**config.mk**
```make
export PLATFORM = sky130hd
export DESIGN_NAME = period_meter
export DESIGN_NICKNAME = d
export VERILOG_FILES = /design/src/rtl/period_meter.sv
export SDC_FILE = /design/constraint.sdc
export NUM_CORES = 1
export LEC_CHECK = 0
export CORE_ASPECT_RATIO = 2
export CORE_MARGIN = 2
export CORE_UTILIZATION = 55
export CTS_BUF_LIST = sky130_fd_sc_hd__clkbuf_16
export CTS_CLUSTER_SIZE = 40
export DETAILED_ROUTE_END_ITERATION = 10
export PLACE_DENSITY = 0.8
export SLEW_MARGIN = 40
export SYNTH_ARGS = -nofsm -noshare
export SYNTH_HDL_FRONTEND = slang
export SYNTH_SLANG_ARGS = --single-unit
```
**constraint.sdc**
```tcl
create_clock -name clk_100Mhz -period 2.7 [get_ports clk_100Mhz]
set_input_delay 0.54 -clock clk_100Mhz [delete_from_list [all_inputs] [get_ports clk_100Mhz]]
set_output_delay 0.54 -clock clk_100Mhz [all_outputs]
set_load 0.005 [all_outputs]
```
**src/rtl/period_meter.sv**
```systemverilog
// period_meter: measures the rising-to-rising period and the high time of a
// slow asynchronous square wave, counted in clk_100Mhz cycles. A new pair of
// results is published on each rising edge after the first one, with a
// one-cycle period_valid pulse. The timeout level is raised when no rising
// edge arrives within TIMEOUT cycles.
module period_meter #(
    parameter int CNT_W   = 28,
    parameter int TIMEOUT = 250_000_000
) (
    input  logic             clk_100Mhz,
    input  logic             rst_n,
    input  logic             sig_in,
    input  logic             clear,
    output logic [CNT_W-1:0] period,
    output logic [CNT_W-1:0] high_time,
    output logic             period_valid,
    output logic             timeout
);

    // The counter stops at TIMEOUT-1, so it can only avoid wrapping if
    // TIMEOUT fits in CNT_W bits.
    if ((TIMEOUT < 1) || (longint'(TIMEOUT) >= (longint'(1) << CNT_W))) begin : g_bad_timeout
        $error("period_meter: TIMEOUT must be in 1 .. 2**CNT_W-1");
    end

    localparam logic [CNT_W-1:0] CNT_LAST = CNT_W'(TIMEOUT - 1);
    localparam logic [CNT_W-1:0] CNT_ONE  = CNT_W'(1);

    typedef enum logic {
        ST_IDLE    = 1'b0,  // no reference rising edge yet
        ST_MEASURE = 1'b1   // counting from the last rising edge
    } state_t;

    // Synchronizer and edge-history flops
    logic sync1_q, sync2_q, hist_q;
    logic rise_det, fall_det;

    // Measurement state
    state_t           state_q, state_d;
    logic [CNT_W-1:0] cnt_q, cnt_d;
    logic [CNT_W-1:0] hi_cap_q, hi_cap_d;
    logic [CNT_W-1:0] period_q, period_d;
    logic [CNT_W-1:0] high_time_q, high_time_d;
    logic             period_valid_q, period_valid_d;
    logic             timeout_q, timeout_d;

    // Two-flop synchronizer plus history flop; clear deliberately has no effect here.
    always_ff @(posedge clk_100Mhz or negedge rst_n) begin
        if (!rst_n) begin
            sync1_q <= 1'b0;
            sync2_q <= 1'b0;
            hist_q  <= 1'b0;
        end else begin
            sync1_q <= sig_in;
            sync2_q <= sync1_q;
            hist_q  <= sync2_q;
        end
    end

    assign rise_det = sync2_q & ~hist_q;
    assign fall_det = ~sync2_q & hist_q;

    // Next-state logic: clear wins over everything, a rising edge wins over timeout.
    always_comb begin
        state_d        = state_q;
        cnt_d          = cnt_q;
        hi_cap_d       = hi_cap_q;
        period_d       = period_q;
        high_time_d    = high_time_q;
        period_valid_d = 1'b0;
        timeout_d      = timeout_q;

        if (clear) begin
            state_d     = ST_IDLE;
            cnt_d       = '0;
            hi_cap_d    = '0;
            period_d    = '0;
            high_time_d = '0;
            timeout_d   = 1'b0;
        end else begin
            case (state_q)
                ST_IDLE: begin
                    // First rising edge only establishes the reference point.
                    cnt_d = '0;
                    if (rise_det) begin
                        state_d = ST_MEASURE;
                    end
                end
                ST_MEASURE: begin
                    if (rise_det) begin
                        // cnt counts cycles since the last rise minus one.
                        period_d       = cnt_q + CNT_ONE;
                        high_time_d    = hi_cap_q;
                        cnt_d          = '0;
                        period_valid_d = 1'b1;
                        timeout_d      = 1'b0;
                    end else if (cnt_q == CNT_LAST) begin
                        // Results keep their last values; wait for a fresh reference.
                        timeout_d = 1'b1;
                        state_d   = ST_IDLE;
                        cnt_d     = '0;
                    end else begin
                        cnt_d = cnt_q + CNT_ONE;
                        if (fall_det) begin
                            hi_cap_d = cnt_q + CNT_ONE;
                        end
                    end
                end
                default: begin
                    state_d = ST_IDLE;
                    cnt_d   = '0;
                end
            endcase
        end
    end

    // Measurement FSM registers with registered outputs.
    always_ff @(posedge clk_100Mhz or negedge rst_n) begin
        if (!rst_n) begin
            state_q        <= ST_IDLE;
            cnt_q          <= '0;
            hi_cap_q       <= '0;
            period_q       <= '0;
            high_time_q    <= '0;
            period_valid_q <= 1'b0;
            timeout_q      <= 1'b0;
        end else begin
            state_q        <= state_d;
            cnt_q          <= cnt_d;
            hi_cap_q       <= hi_cap_d;
            period_q       <= period_d;
            high_time_q    <= high_time_d;
            period_valid_q <= period_valid_d;
            timeout_q      <= timeout_d;
        end
    end

    assign period       = period_q;
    assign high_time    = high_time_q;
    assign period_valid = period_valid_q;
    assign timeout      = timeout_q;

endmodule

```
## Yosys cells after proc, flatten, opt, wreduce, memory -nomap -nowiden

Cells that the tools add are included.

| cells by class | value |
|---|---|
| add/sub/neg operators | 1 |
| equal/unequal tests | 3 |
| mux-type cells | 26 |
| bitwise operators | 5 |
| reduce and logical (&&, ||, !) cells | 7 |

Operators by type and width:

| operator | count |
|---|---|
| 28-bit 2-to-1 mux | 14 |
| 28-bit one-hot mux with 2 select lines | 1 |
| 28-bit by 1-bit adder with 28-bit output, second input constant | 1 |
| 28-bit == test, second input constant | 1 |
| 1-bit 2-to-1 mux | 10 |
| 2-bit nonzero test | 3 |
| 2-bit != test, second input constant | 2 |
| 2-bit AND reduction | 2 |
| 4-bit AND reduction | 1 |
| 1-bit NOT | 3 |
| 3-bit nonzero test | 1 |
| 1-bit AND | 2 |
| 1-bit one-hot mux with 2 select lines | 1 |

| storage, ports and cells | value |
|---|---|
| flip-flop bits (word level) | 118 |
| bits of input ports | 4 |
| output and inout bits | 58 |
| logic and storage cells | 52 |

## Longest topological paths before layout

| depth | value |
|---|---|
| depth after elaboration | 7 |
| gate-level depth with buffers | 7 |

## Worst setup path before layout

Ideal clock, no wire load.

| path | value |
|---|---|
| path type | register -> register |
| start point | register cnt_q[0] |
| end point | register period_q[20], in the netlist period[20] |
| setup time | 0.133 ns |
| arrival | 1.961 ns |
| required time | 2.567 ns |
| slack | 0.606 ns |
| stages on the path, launching flop included | 7 |
| path buffers | 0 |
| period minus slack after synthesis | 2.094 ns |
| cells stage by stage | dfrtp_1 ha_1 nand4_1 nor4_1 nand4_1 xor2_1 o21ai_0 |

| between the ends | value |
|---|---|
| longest elaborated chain between the ends | 4 |

Ends and longest elaborated chain:

| item | RTL line | text |
|---|---|---|
| start: declaration | 40 | `logic [CNT_W-1:0] cnt_q, cnt_d;` |
| start signal: assignment | 129 | `cnt_q <= cnt_d;` |
| 28-bit by 1-bit adder with 28-bit output | 92 | `period_d = cnt_q + CNT_ONE;` |
| 28-bit 2-to-1 mux | 90 | `if (rise_det) begin` |
| 28-bit 2-to-1 mux | 81 | `case (state_q)` |
| 28-bit 2-to-1 mux | 73 | `if (clear) begin` |
| end signal: assignment | 131 | `period_q <= period_d;` |
| end: declaration | 42 | `logic [CNT_W-1:0] period_q, period_d;` |

No other way between the ends. The select of a mux whose other input is x is not followed.
A chain may end at the register's enable or synchronous reset.

## Worst setup path after layout

| path | value |
|---|---|
| start point | register cnt_q[0] |
| end point | register period_q[24], in the netlist period[24] |

The elaborated chain is that of the path after synthesis.

==> flow_metrics.tcl <==
set metrics [dict create \
    synth-seq-area-share_pct 62.5 \
    multiInputGateArea_mm2 0.00168 \
    postCtsHoldBufs 0 \
    tritoncts_clock_tree "yes" \
    synth-warning-count 0 \
    cts_buffer_depth 2 \
    flop2flop_setup_slack_ps 510 \
    timing.final.ws_setup_ps 513 \
    kind_of_cell_adding_the_most_delay_to_the_critical_path "simple AND/OR/NAND/NOR gates" \
    utilization_of_the_core_after_routing_pct 74.1 \
    mapped_area_mm2 0.00472 \
    timing.final.crit_share_pct 81.0 \
    cp.arrival_ps 2470 \
    clkTransAtPathRegs_ps 60 \
    layout-drive-gt1-share_pct 15.8 \
    synth_top_area_share_pct 62.5 \
    finalWeightedCongestion 0.907 \
    netlist-cell-type-count 34 \
    numPortBuffers 61 \
    run_status "completed" \
    later_pin_clock_latency_in_the_skew_report_ps 410 \
    ff_latch_area_mm2 0.00295 \
    fp.dieArea_mm2 0.00939 \
    layout_min_cycle_time_ps 2190 \
    syn-mean-instance-area_um2 12.4 \
    antenna_left 0 \
    hold_path.class "input pin to asynchronous set/reset pin" \
    synthTopCellsByArea "dfrtp_1, o2bb2ai_2, a22o_1" \
    crit_fanout 7 \
    mostFrequentLayoutCell "dfrtp_1" \
    worst_slew_margin_rel_pct 58.5 \
    unrepaired_setup_endpoints_after_global_routing "false" \
    grt_overflow_total 0 \
    timing.setup.tns_ps 0 \
    post_cts.resized_instances 0 \
    finalSetupViolations 0 \
    cp_data_required_time_ps 2980 \
    critical_path_max_stage_delay_ps 530 \
    global_route_layer_with_the_greatest_usage "met2" \
    fin_hold_ws_ps 58.0 \
    area_growth_pct 30.1 \
    post-synth-top-area-cell "dfrtp_1" \
    detail_route.iter0.violations 287 \
    dpl.hpwl_mm 6.88 \
    vias_per_cell 5.83 \
    route.detailed.drc 0 \
    nFillCells 540 \
    achievable-frequency_mhz 457 \
    met2_demand_to_capacity_share_in_global_routing_pct 41.7 \
    syn_nets 385 \
    grt_max_degree 63 \
    coreArea_mm2 0.00829 \
    crit_buf_inv 0 \
    max-cap-violations 0 \
    route.detailed.wl_per_inst_um 19.2 \
    num_rows 47 \
    cts_inserted_buffers 17 \
    clock-sinks 118 \
    critPathLaunchType "flop" \
    cp_cell_sequence "ha_1 > nand4_1 > nor4_1 > nand3_1 > xor2_1 > o21ai_0" \
    ctsRootBufferMaster "clkbuf_16" \
    met3_usage_pct 5.75 \
    grt_pass1_wl_mm 18.0 \
    final_max_slew_viol_count 0 \
    post-place-ws_ps 544 \
    cts_setup_buffers 0 \
    detailedRoute.firstPassIterationCount 4 \
    mostFrequentLayoutCells "dfrtp_1, clkdlybuf4s50_1, nand2_1, nor2_1" \
    power.leakage_nw 2.63 \
    number_of_antenna_violations_at_the_first_check_in_global_routing 0 \
    first_global_vias 3559 \
    nets_finish 460 \
    die-height_um 135 \
    fin_skew_ps 8.89 \
    detailroute.via_count 3300 \
    peak_supply_drop_mv 0.757 \
    critical_path_class "flop to flop" \
    worstMarginPinSlew_ps 618 \
    worst_path_max_delay_cell "nor4_1" \
    num_io_pins 62 \
    fp.dieW_um 69.5 \
    hold_violations 0 \
    critPathCaptureType "flop" \
    synthCells 380 \
    antennaDiodeCount 0 \
    power.density_mw_per_mm2 711 \
    total_track_usage_pct 25.1 \
    routed_wl_mm 10.9 \
    synth-seq-cells 118 \
    start_util_pct 56.9 \
    groute.layer.met1.usage_pct 29.9 \
    h-tree-depth 4 \
]
area by class of cell:
class,count,share of cell area (%)
repair buffers,74,11.9
well taps,98,2.00
inverters,2,0.122
clock buffers,17,6.92
flip-flops and latches,118,48.1
clock inverters,15,3.69
multi-input cells,242,27.3
kinds of logic (layout without fill, tap and decap cells):
kind of cell	Yosys count	count (layout)	synth area share, %
flip-flops	118	118	62.5
XOR/XNOR	26	26	4.82
AND/OR/NAND/NOR	127	127	13.4
buffers and inverters	20	108	2.17
AO/OA/AOI/OAI	88	88	16.9
adder cells (fa/ha/maj)	1	1	0.265
sequential cells by signal, summed over array words and instances, names as in the netlist:
name / count
state_q: 1
hi_cap_q: 28
sync2_q: 1
sync1_q: 1
period_valid: 1
cnt_q: 28
timeout: 1
high_time: 28
period: 28
hist_q: 1
Yosys cell counts, drive strengths merged:
library cell,n
nor4,7
and2,1
a31oi,1
xor2,17
o2bb2ai,27
ha,1
o21a,1
and4,1
buf,8
or4,1
nor2b,3
nand2,43
nand3,16
nor3,4
nand4,10
clkbuf,10
dfrtp,118
nor2,35
a2bb2o,1
o21ai,28
xnor2,9
nand2b,1
nor4b,1
a21oi,2
inv,2
a22o,28
and3,4
per-stage QoR:
step,total power [mW],cells,cell area (um2)
after global placement,1.92,534,5490
after CTS,4.40,566,6140
after floorplan,1.86,380,4720
final,4.37,566,6140
after detailed placement,1.92,534,5490
after global routing,4.50,566,6140
where the power goes:
part	switching [mW]	internal, mW	total, mW
clock network	0.835	1.64	2.48
registers	0.00611	1.77	1.78
logic	0.0847	0.0252	0.110
routing by layer:
metal | vias to the layer above | part of all wire [%]
li1 | 1516 | -
met1 | 1664 | 39
met2 | 97 | 54
met3 | 23 | 3.9
met4 | 0 | 2.7
met5 | - | 0
worst paths after layout:
path                       startpoint            to  cells after the start
max in group asynchronous       rst_n     cnt_q[19]                      2
hold / removal                  rst_n  high_time[1]                      1
min in group clk_100Mhz       sync1_q       sync2_q                      0
hold reg to reg               sync1_q       sync2_q                      0
setup reg to reg             cnt_q[0]    period[24]                      6
setup / recovery             cnt_q[0]    period[24]                      6
No activity file was read; power rests on OpenSTA's default activity.
